`src/rtl/notch_sequencer.sv`:
```
// rtl/notch_sequencer.sv - sample-flow controller between ADC stream, notch filter core and DAC
module notch_sequencer #(
    parameter int DATA_SIZE = 24,
    parameter int TIMEOUT   = 255,
    parameter int CNT_W     = 16
) (
    input  logic                 clk_i,
    input  logic                 reset_i,
    input  logic                 adc_valid_i,
    input  logic [DATA_SIZE-1:0] adc_data_i,
    input  logic                 bypass_i,
    input  logic                 clr_stats_i,
    output logic [DATA_SIZE-1:0] flt_data_in_o,
    output logic                 flt_sample_o,
    input  logic [DATA_SIZE-1:0] flt_data_out_i,
    input  logic                 flt_done_i,
    output logic                 dac_valid_o,
    output logic [DATA_SIZE-1:0] dac_data_o,
    output logic                 busy_o,
    output logic [CNT_W-1:0]     overrun_cnt_o,
    output logic [CNT_W-1:0]     timeout_cnt_o
);

    localparam int TMR_W = (TIMEOUT < 1) ? 1 : $clog2(TIMEOUT + 1);
    localparam logic [TMR_W-1:0] TMR_LAST = TMR_W'(TIMEOUT - 1);
    localparam logic [CNT_W-1:0] CNT_MAX  = '1;

    typedef enum logic [1:0] {
        S_IDLE   = 2'd0,
        S_LAUNCH = 2'd1,
        S_WAIT   = 2'd2
    } state_t;

    state_t               state_q, state_d;
    logic [DATA_SIZE-1:0] data_in_q, data_in_d;
    logic                 sample_q, sample_d;
    logic                 dac_valid_q, dac_valid_d;
    logic [DATA_SIZE-1:0] dac_data_q, dac_data_d;
    logic [TMR_W-1:0]     timer_q, timer_d;
    logic [CNT_W-1:0]     ovr_q, ovr_d;
    logic [CNT_W-1:0]     tmo_q, tmo_d;
    logic                 ovr_inc;
    logic                 tmo_inc;

    always_ff @(posedge clk_i or posedge reset_i) begin
        if (reset_i) begin
            state_q     <= S_IDLE;
            data_in_q   <= '0;
            sample_q    <= 1'b0;
            dac_valid_q <= 1'b0;
            dac_data_q  <= '0;
            timer_q     <= '0;
            ovr_q       <= '0;
            tmo_q       <= '0;
        end else begin
            state_q     <= state_d;
            data_in_q   <= data_in_d;
            sample_q    <= sample_d;
            dac_valid_q <= dac_valid_d;
            dac_data_q  <= dac_data_d;
            timer_q     <= timer_d;
            ovr_q       <= ovr_d;
            tmo_q       <= tmo_d;
        end
    end

    always_comb begin
        state_d     = state_q;
        data_in_d   = data_in_q;
        sample_d    = 1'b0;
        dac_valid_d = 1'b0;
        dac_data_d  = dac_data_q;
        timer_d     = timer_q;
        ovr_inc     = 1'b0;
        tmo_inc     = 1'b0;

        case (state_q)
            S_IDLE: begin
                if (adc_valid_i) begin
                    data_in_d = adc_data_i;
                    if (bypass_i) begin
                        dac_data_d  = adc_data_i;
                        dac_valid_d = 1'b1;
                    end else begin
                        sample_d = 1'b1;
                        state_d  = S_LAUNCH;
                    end
                end
            end
            S_LAUNCH: begin
                // a done seen here belongs to an earlier request and is dropped
                ovr_inc = adc_valid_i;
                timer_d = '0;
                state_d = S_WAIT;
            end
            S_WAIT: begin
                ovr_inc = adc_valid_i;
                if (flt_done_i) begin
                    dac_data_d  = flt_data_out_i;
                    dac_valid_d = 1'b1;
                    state_d     = S_IDLE;
                end else if (timer_q == TMR_LAST) begin
                    dac_data_d  = data_in_q;
                    dac_valid_d = 1'b1;
                    tmo_inc     = 1'b1;
                    state_d     = S_IDLE;
                end else begin
                    timer_d = timer_q + 1'b1;
                end
            end
            default: begin
                state_d = S_IDLE;
            end
        endcase

        ovr_d = ovr_q;
        tmo_d = tmo_q;
        if (clr_stats_i) begin
            ovr_d = '0;
            tmo_d = '0;
        end else begin
            if (ovr_inc && (ovr_q != CNT_MAX)) ovr_d = ovr_q + 1'b1;
            if (tmo_inc && (tmo_q != CNT_MAX)) tmo_d = tmo_q + 1'b1;
        end
    end

    assign flt_data_in_o = data_in_q;
    assign flt_sample_o  = sample_q;
    assign dac_valid_o   = dac_valid_q;
    assign dac_data_o    = dac_data_q;
    assign busy_o        = (state_q != S_IDLE);
    assign overrun_cnt_o = ovr_q;
    assign timeout_cnt_o = tmo_q;

endmodule

```
`config.mk`:
```
export PLATFORM = sky130hd
export DESIGN_NAME = notch_sequencer
export DESIGN_NICKNAME = d
export VERILOG_FILES = /design/src/rtl/notch_sequencer.sv
export SDC_FILE = /design/constraint.sdc
export NUM_CORES = 1
export LEC_CHECK = 0
export CELL_PAD_IN_SITES_DETAIL_PLACEMENT = 1
export CELL_PAD_IN_SITES_GLOBAL_PLACEMENT = 2
export CORE_MARGIN = 2
export CORE_UTILIZATION = 29
export CTS_CLUSTER_DIAMETER = 30
export DETAILED_ROUTE_END_ITERATION = 8
export PLACE_DENSITY_LB_ADDON = 0.1
export SETUP_SLACK_MARGIN = 0.15
export SYNTH_ARGS = -nofsm -noshare
export SYNTH_HDL_FRONTEND = slang
export SYNTH_SLANG_ARGS = --single-unit
```
`constraint.sdc`:
```
create_clock -name clk_i -period 3.4 [get_ports clk_i]
set_input_delay 0.51 -clock clk_i [delete_from_list [all_inputs] [get_ports clk_i]]
set_output_delay 0.51 -clock clk_i [all_outputs]
set_load 0.03 [all_outputs]
```
==> results.md <==
- Die X: 130.6 um
- First-pass GRT wire length: approximately 22000 um
- Num ports: between 100 and 150
- Commonest non-fill, non-tap cell in the layout: clkdlybuf4s50_1
- Max Fclk: about 410 MHz
- Sequential area share after synthesis: 0.4953
- Wire per inst: 16.39 um
- Arrival @ worst endpoint: around 2.7 ns
- Routability cong.: just over 0.7
- Die ar.: about 0.017 sq mm
- WL final: ~13000 um
- Number of gates resized after cts: 0
- Comb pwr share: 0.442
- Die height: between 100 and 150 um
- HPWL after DPL: 9513 um
- CTS H-tree depth: 3
- Max FO, Critical Path: 46
- Num rows: between 40 and 50
- Global Route Usage Sum: 0.1649
- Initial drt markers: 96
- I/O Buffers: 136
- Via count: 3896
- Clk network pwr share: 0.225
- Util after Layout: 0.4161
- Mean Syn Cell Area: 10.02 sq um
- Antenna-violating nets left: 0
- Final #Nets: 656
- Postcts setup bufs: 0
- Status: complete, no violations
- Initial antenna violation count: 1
- Worst Path Required: around 3.7 ns
- Hold Slack: 0.4939 ns
- Syn Nets: 525
- Cell Count, Final, Fillers Out: approximately 820
- Net load switching power: 1.907 mW
- Post-Synthesis Cells: about 460
- Largest net degree at the start of global routing: 60
- Cell Area, Placed: about 0.0062 sq mm
- Max-slew headroom: 0.4590
- Multi-input gate area: around 0.0022 sq mm
- Fillers: between 1500 and 2000
- Cell Pwr Density: between 700 and 800 mW/mm^2
- Tot Pwr: just under 5 mW
- Vias in the first global route: 4065
- Initial core utilization: 0.2947
- Root buffer cell: clkbuf_16
- R2R Setup Slk: 0.98 ns
- Internal Pwr Total: about 3.0 mW
- Post-synthesis register bit count: 92
- CP Class: reg -> reg
- Placed Cells: 800
- Maximum VDD drop: about 0.34 mV
- Area Overhead vs Synth: 41.18%
- Final Worst Setup Slack: 0.9777 ns
- RSZ-0062 raised after global routing: false
- Cell leakage power: between 2 and 3 nW
- Clk_skew: between 0.006 and 0.007 ns
- Least-Margin Pin Slew: between 0.8 and 0.9 ns
- Syn Std Cell Area: about 0.0046 sq mm
- Finished Cell Area: between 0.006 and 0.007 sq mm
- Cts hold-fix bufs: 0
- Worst-skew pair later-pin latency: about 0.35 ns
- Layout cells sized above 1: 0.1000
- Synth top area share: 0.4953
- Post-layout minimum cycle time: ~2.4 ns
- Hold Vio Cnt, Final: 0
- TritonCTS clock tree: yes
- Clock sinks: between 90 and 100
- CP Launch Type: flop
- Num CTS Buffers: 9
- Setup violators final: 0
- Via density per instance: 4.775
- Register Area: between 0.002 and 0.0025 sq mm
- Max Root-Sink Buffers: 2
- Sum Neg Setup Slack: 0 ns
- Synth warnings: 0
- Sw Ratio: 0.3905
- HP Class: reg -> reg
- Clock transition at path regs: about 0.070 ns
- DRC viols: 0
- Unique masters post-synth: between 40 and 50
- Yosys top cell by area: dfrtp_1
- Max Cap Viol: 0
- Core area: approximately 0.016 sq mm
- Synth top area cells: dfrtp_1 (50%), mux2_2 (5.8%), mux2i_1 (5.2%)
- Overflow after GRT: 0
- Fin crit share: 0.7124
- Diodes inserted: 0
- Pre-antenna DRT Iters: 4
- Most frequent cells in the layout: clkdlybuf4s50_1 (135), dfrtp_1 (92), nor2_1 (59), nand2_1 (38), a21oi_1 (35)
- Worst Setup End Kind: flop
- Pins over their slew limit: 0
- Place WS: 0.9454 ns
- Flop pwr share: 0.332
-- critical path: stages, from the launching register on --
cell	delay, ns
dfrtp_1	0.43
inv_1	0.08
ha_1	0.16
and4_1	0.24
a21o_1	0.38
nand2_2	0.56
buf_4	0.35
o21ai_1	0.14
-- flip-flops by register name (all words and copies together) (netlist names) --
| name | count |
|---|---|
| flt_data_in_o | 24 |
| timeout_cnt_o | 16 |
| flt_sample_o | 1 |
| dac_data_o | 24 |
| state_q | 2 |
| timer_q | 8 |
| dac_valid_o | 1 |
| overrun_cnt_o | 16 |
-- kinds of logic (layout without fill, tap and decap cells) --
| family | count (synthesis) | after routing | share of synthesized area |
|---|---|---|---|
| multiplexers | 51 | 51 | 0.1179 |
| AO/OA/AOI/OAI | 83 | 83 | 0.09475 |
| AND/OR/NAND/NOR | 173 | 173 | 0.1957 |
| adder cells (fa/ha/maj) | 7 | 7 | 0.01884 |
| flip-flops | 92 | 92 | 0.4953 |
| buffers and inverters | 32 | 168 | 0.02853 |
| XOR/XNOR | 26 | 26 | 0.04899 |
-- synth_stat cells --
cell / instances
buf_1: 3
xnor2_1: 15
inv_1: 9
nand2_1: 39
a31oi_1: 1
nand3_1: 19
nand4_2: 2
buf_4: 1
and2_1: 2
nor3b_1: 1
a21o_1: 1
a21oi_1: 35
mux2_1: 2
or4_1: 1
a21boi_1: 1
ha_1: 7
o41ai_1: 1
nand4_1: 14
or3_1: 3
nor2_1: 59
mux2_2: 24
nor2b_1: 3
or2_1: 1
dfrtp_1: 92
o21a_1: 1
and4_1: 5
nor3b_2: 1
nor4_1: 1
nor3_1: 7
nor4_2: 3
o21ai_1: 34
nor4_4: 3
a211oi_1: 3
buf_2: 7
o31ai_1: 2
nor3_2: 1
nand2b_1: 2
and3_1: 5
xor2_1: 11
mux2i_1: 24
mux2_4: 1
and4b_1: 1
clkbuf_1: 12
o21ai_0: 4
-- layer usage --
| metal | vias up | track usage | part of all wire |
|---|---|---|---|
| met5 | - | 0 | 0.00060 |
| met4 | 2 | 0.06195 | 0.016 |
| met3 | 13 | 0.06107 | 0.082 |
| met2 | 96 | 0.2635 | 0.47 |
| met1 | 1897 | 0.2043 | 0.44 |
| li1 | 1888 | - | - |
-- worst paths after layout --
path | from | end | cells past startpoint
max reg2reg | timer_q[0] | dac_data_o[5] | 7
min | dac_data_o[9] | dac_data_o[9] | 2
min reg2reg | dac_data_o[9] | dac_data_o[9] | 2
max | timer_q[0] | dac_data_o[5] | 7
max in group asynchronous | reset_i | dac_data_o[12] | 3
min in group asynchronous | reset_i | overrun_cnt_o[14] | 2
-- layout make-up --
cell class | count | area share
inverters | 9 | 0.005338
clock inverters | 5 | 0.01144
multi-input cells | 340 | 0.3377
clock buffers | 11 | 0.03699
flip-flops and latches | 92 | 0.3508
well taps | 216 | 0.04118
repair buffers | 143 | 0.2166
-- power groups by stage --
stage	combinational (mW)	clock [mW]	sequential, mW
detailed placement	2.19	0	1.64
CTS	2.20	1.14	1.63
global placement	2.16	0	1.63
global route	2.34	1.18	1.67
finish	2.16	1.10	1.62
floorplan	0.707	0	2.19
No activity file was read; power rests on OpenSTA's default activity.
==> RTL edit: new RTL, config.mk and constraints unchanged <==
The parameter `CNT_W` goes from 16 to 32.
--- a/src/rtl/notch_sequencer.sv
+++ b/src/rtl/notch_sequencer.sv
@@ -3,5 +3,5 @@
     parameter int DATA_SIZE = 24,
     parameter int TIMEOUT   = 255,
-    parameter int CNT_W     = 16
+    parameter int CNT_W     = 32
 ) (
     input  logic                 clk_i,
Interface: changed (resized overrun_cnt_o and timeout_cnt_o); port bits go from 137 to 169. No check against the original RTL was run, so the function may have changed too.
==> RTL edit against the original RTL <==
- first-iteration DRC count up 79%
- critical path depth unchanged
- setup slack worse by 0.26 ns
- non-clock buffer count up 35
- die area up 38%
- area after synthesis up 40%
- final cell count up 38%
- routed wire length up 55%
- total power up 23%
- sequential power up 24%
- sequential cell count up 32
- design area up 38%
- largest power group unchanged
==> RTL edit: results <==
[status]
outcome = "complete, no violations"

[critical_path]
cp_max_fo = 9
reg2reg_slack_ns = 0.71
rr_endpoint = "timeout_cnt_o[16]"
crit_slowest_cell = "nor4_2"
slowest_delay_ns = 0.66
arrival_ns = 3.03

[yosys]
synth-seq-area-share = 0.478
postSynthCellCount = 671
yosys-top-cells-count = "dfrtp_1 (124), a21oi_1 (71), nand2_1 (62)"
synth.area.top_cells = "dfrtp_1 (48%), a21oi_1 (5.5%), o21ai_0 (4.6%), mux2_2 (4.3%), mux2i_1 (3.9%)"

[drt]
top_layer_used = "met4"
routed_via_density = 5.27
wl_met1_mm = 8.90

[global_routing]
globalRouteMet3Util = 0.0691
met1_usage = 0.218
antenna_found_initial = 0

[final_layout]
drive_gt1_frac = 0.105

[clocking]
clkLatencyLatePin_ns = 0.42
cts_inserted_buffers = 17
h-tree-depth = 4

[placed_design]
place_congestion = 0.753

[sta]
hold_ws_ns = 0.490

[hold_path]
min_from = "dac_data_o[5]"
min_to = "dac_data_o[5]"

[pwr]
leakagePower_nw = 3.59
[RTL edit: changes by cell type in the layout (fill, tap and decap cells not counted), moves of 26 or more]
cell	delta
a21oi_1	+36
clkdlybuf4s50_1	+32
dfrtp_1	+32
o21ai_0	+56
o21ai_1	-26
[RTL edit: worst max-delay path: cells and delay by family (launching register included)]
family          cells  cell delay, ns
flops               1            0.43
simple gates        4            1.48
compound gates      1            0.40
buf+inv             1            0.08
fa+ha+maj           1            0.22
[RTL edit: logic make-up after synthesis]
group,count (synthesis),share of synthesized area
compound gates,177,0.156
fa+ha+maj,7,0.0135
simple gates,260,0.231
buf+inv,45,0.0297
mux,50,0.0819
flops,124,0.478
xor+xnor,8,0.0108
[RTL edit: worst max path at each step]
stage                     start                 to  slack [ns]  cells after the start
5_1_grt              timer_q[0]  timeout_cnt_o[16]        0.56                      7
3_3_place_gp         flt_done_i  timeout_cnt_o[14]        0.68                      6
6_report             timer_q[0]  timeout_cnt_o[16]        0.71                      7
3_5_place_dp         flt_done_i  timeout_cnt_o[16]        0.61                      6
2_1_floorplan  overrun_cnt_o[8]   overrun_cnt_o[1]        1.15                      7
4_1_cts              timer_q[0]  timeout_cnt_o[16]        0.73                      7
[RTL edit: final cells by class]
class                   instances  area (um^2)
fillers                      2502        12800
multi-input cells             502         3200
flip-flops and latches        124         3100
repair buffers                178         1760
clock buffers                  18          439
well taps                     280          350
clock inverters                14          145
inverters                      12         48.8
[RTL edit: power breakdown]
| part | switching, mW | internal [mW] |
|---|---|---|
| Clock | 0.727 | 1.10 |
| Combinational | 1.29 | 0.891 |
| Sequential | 0.220 | 1.79 |
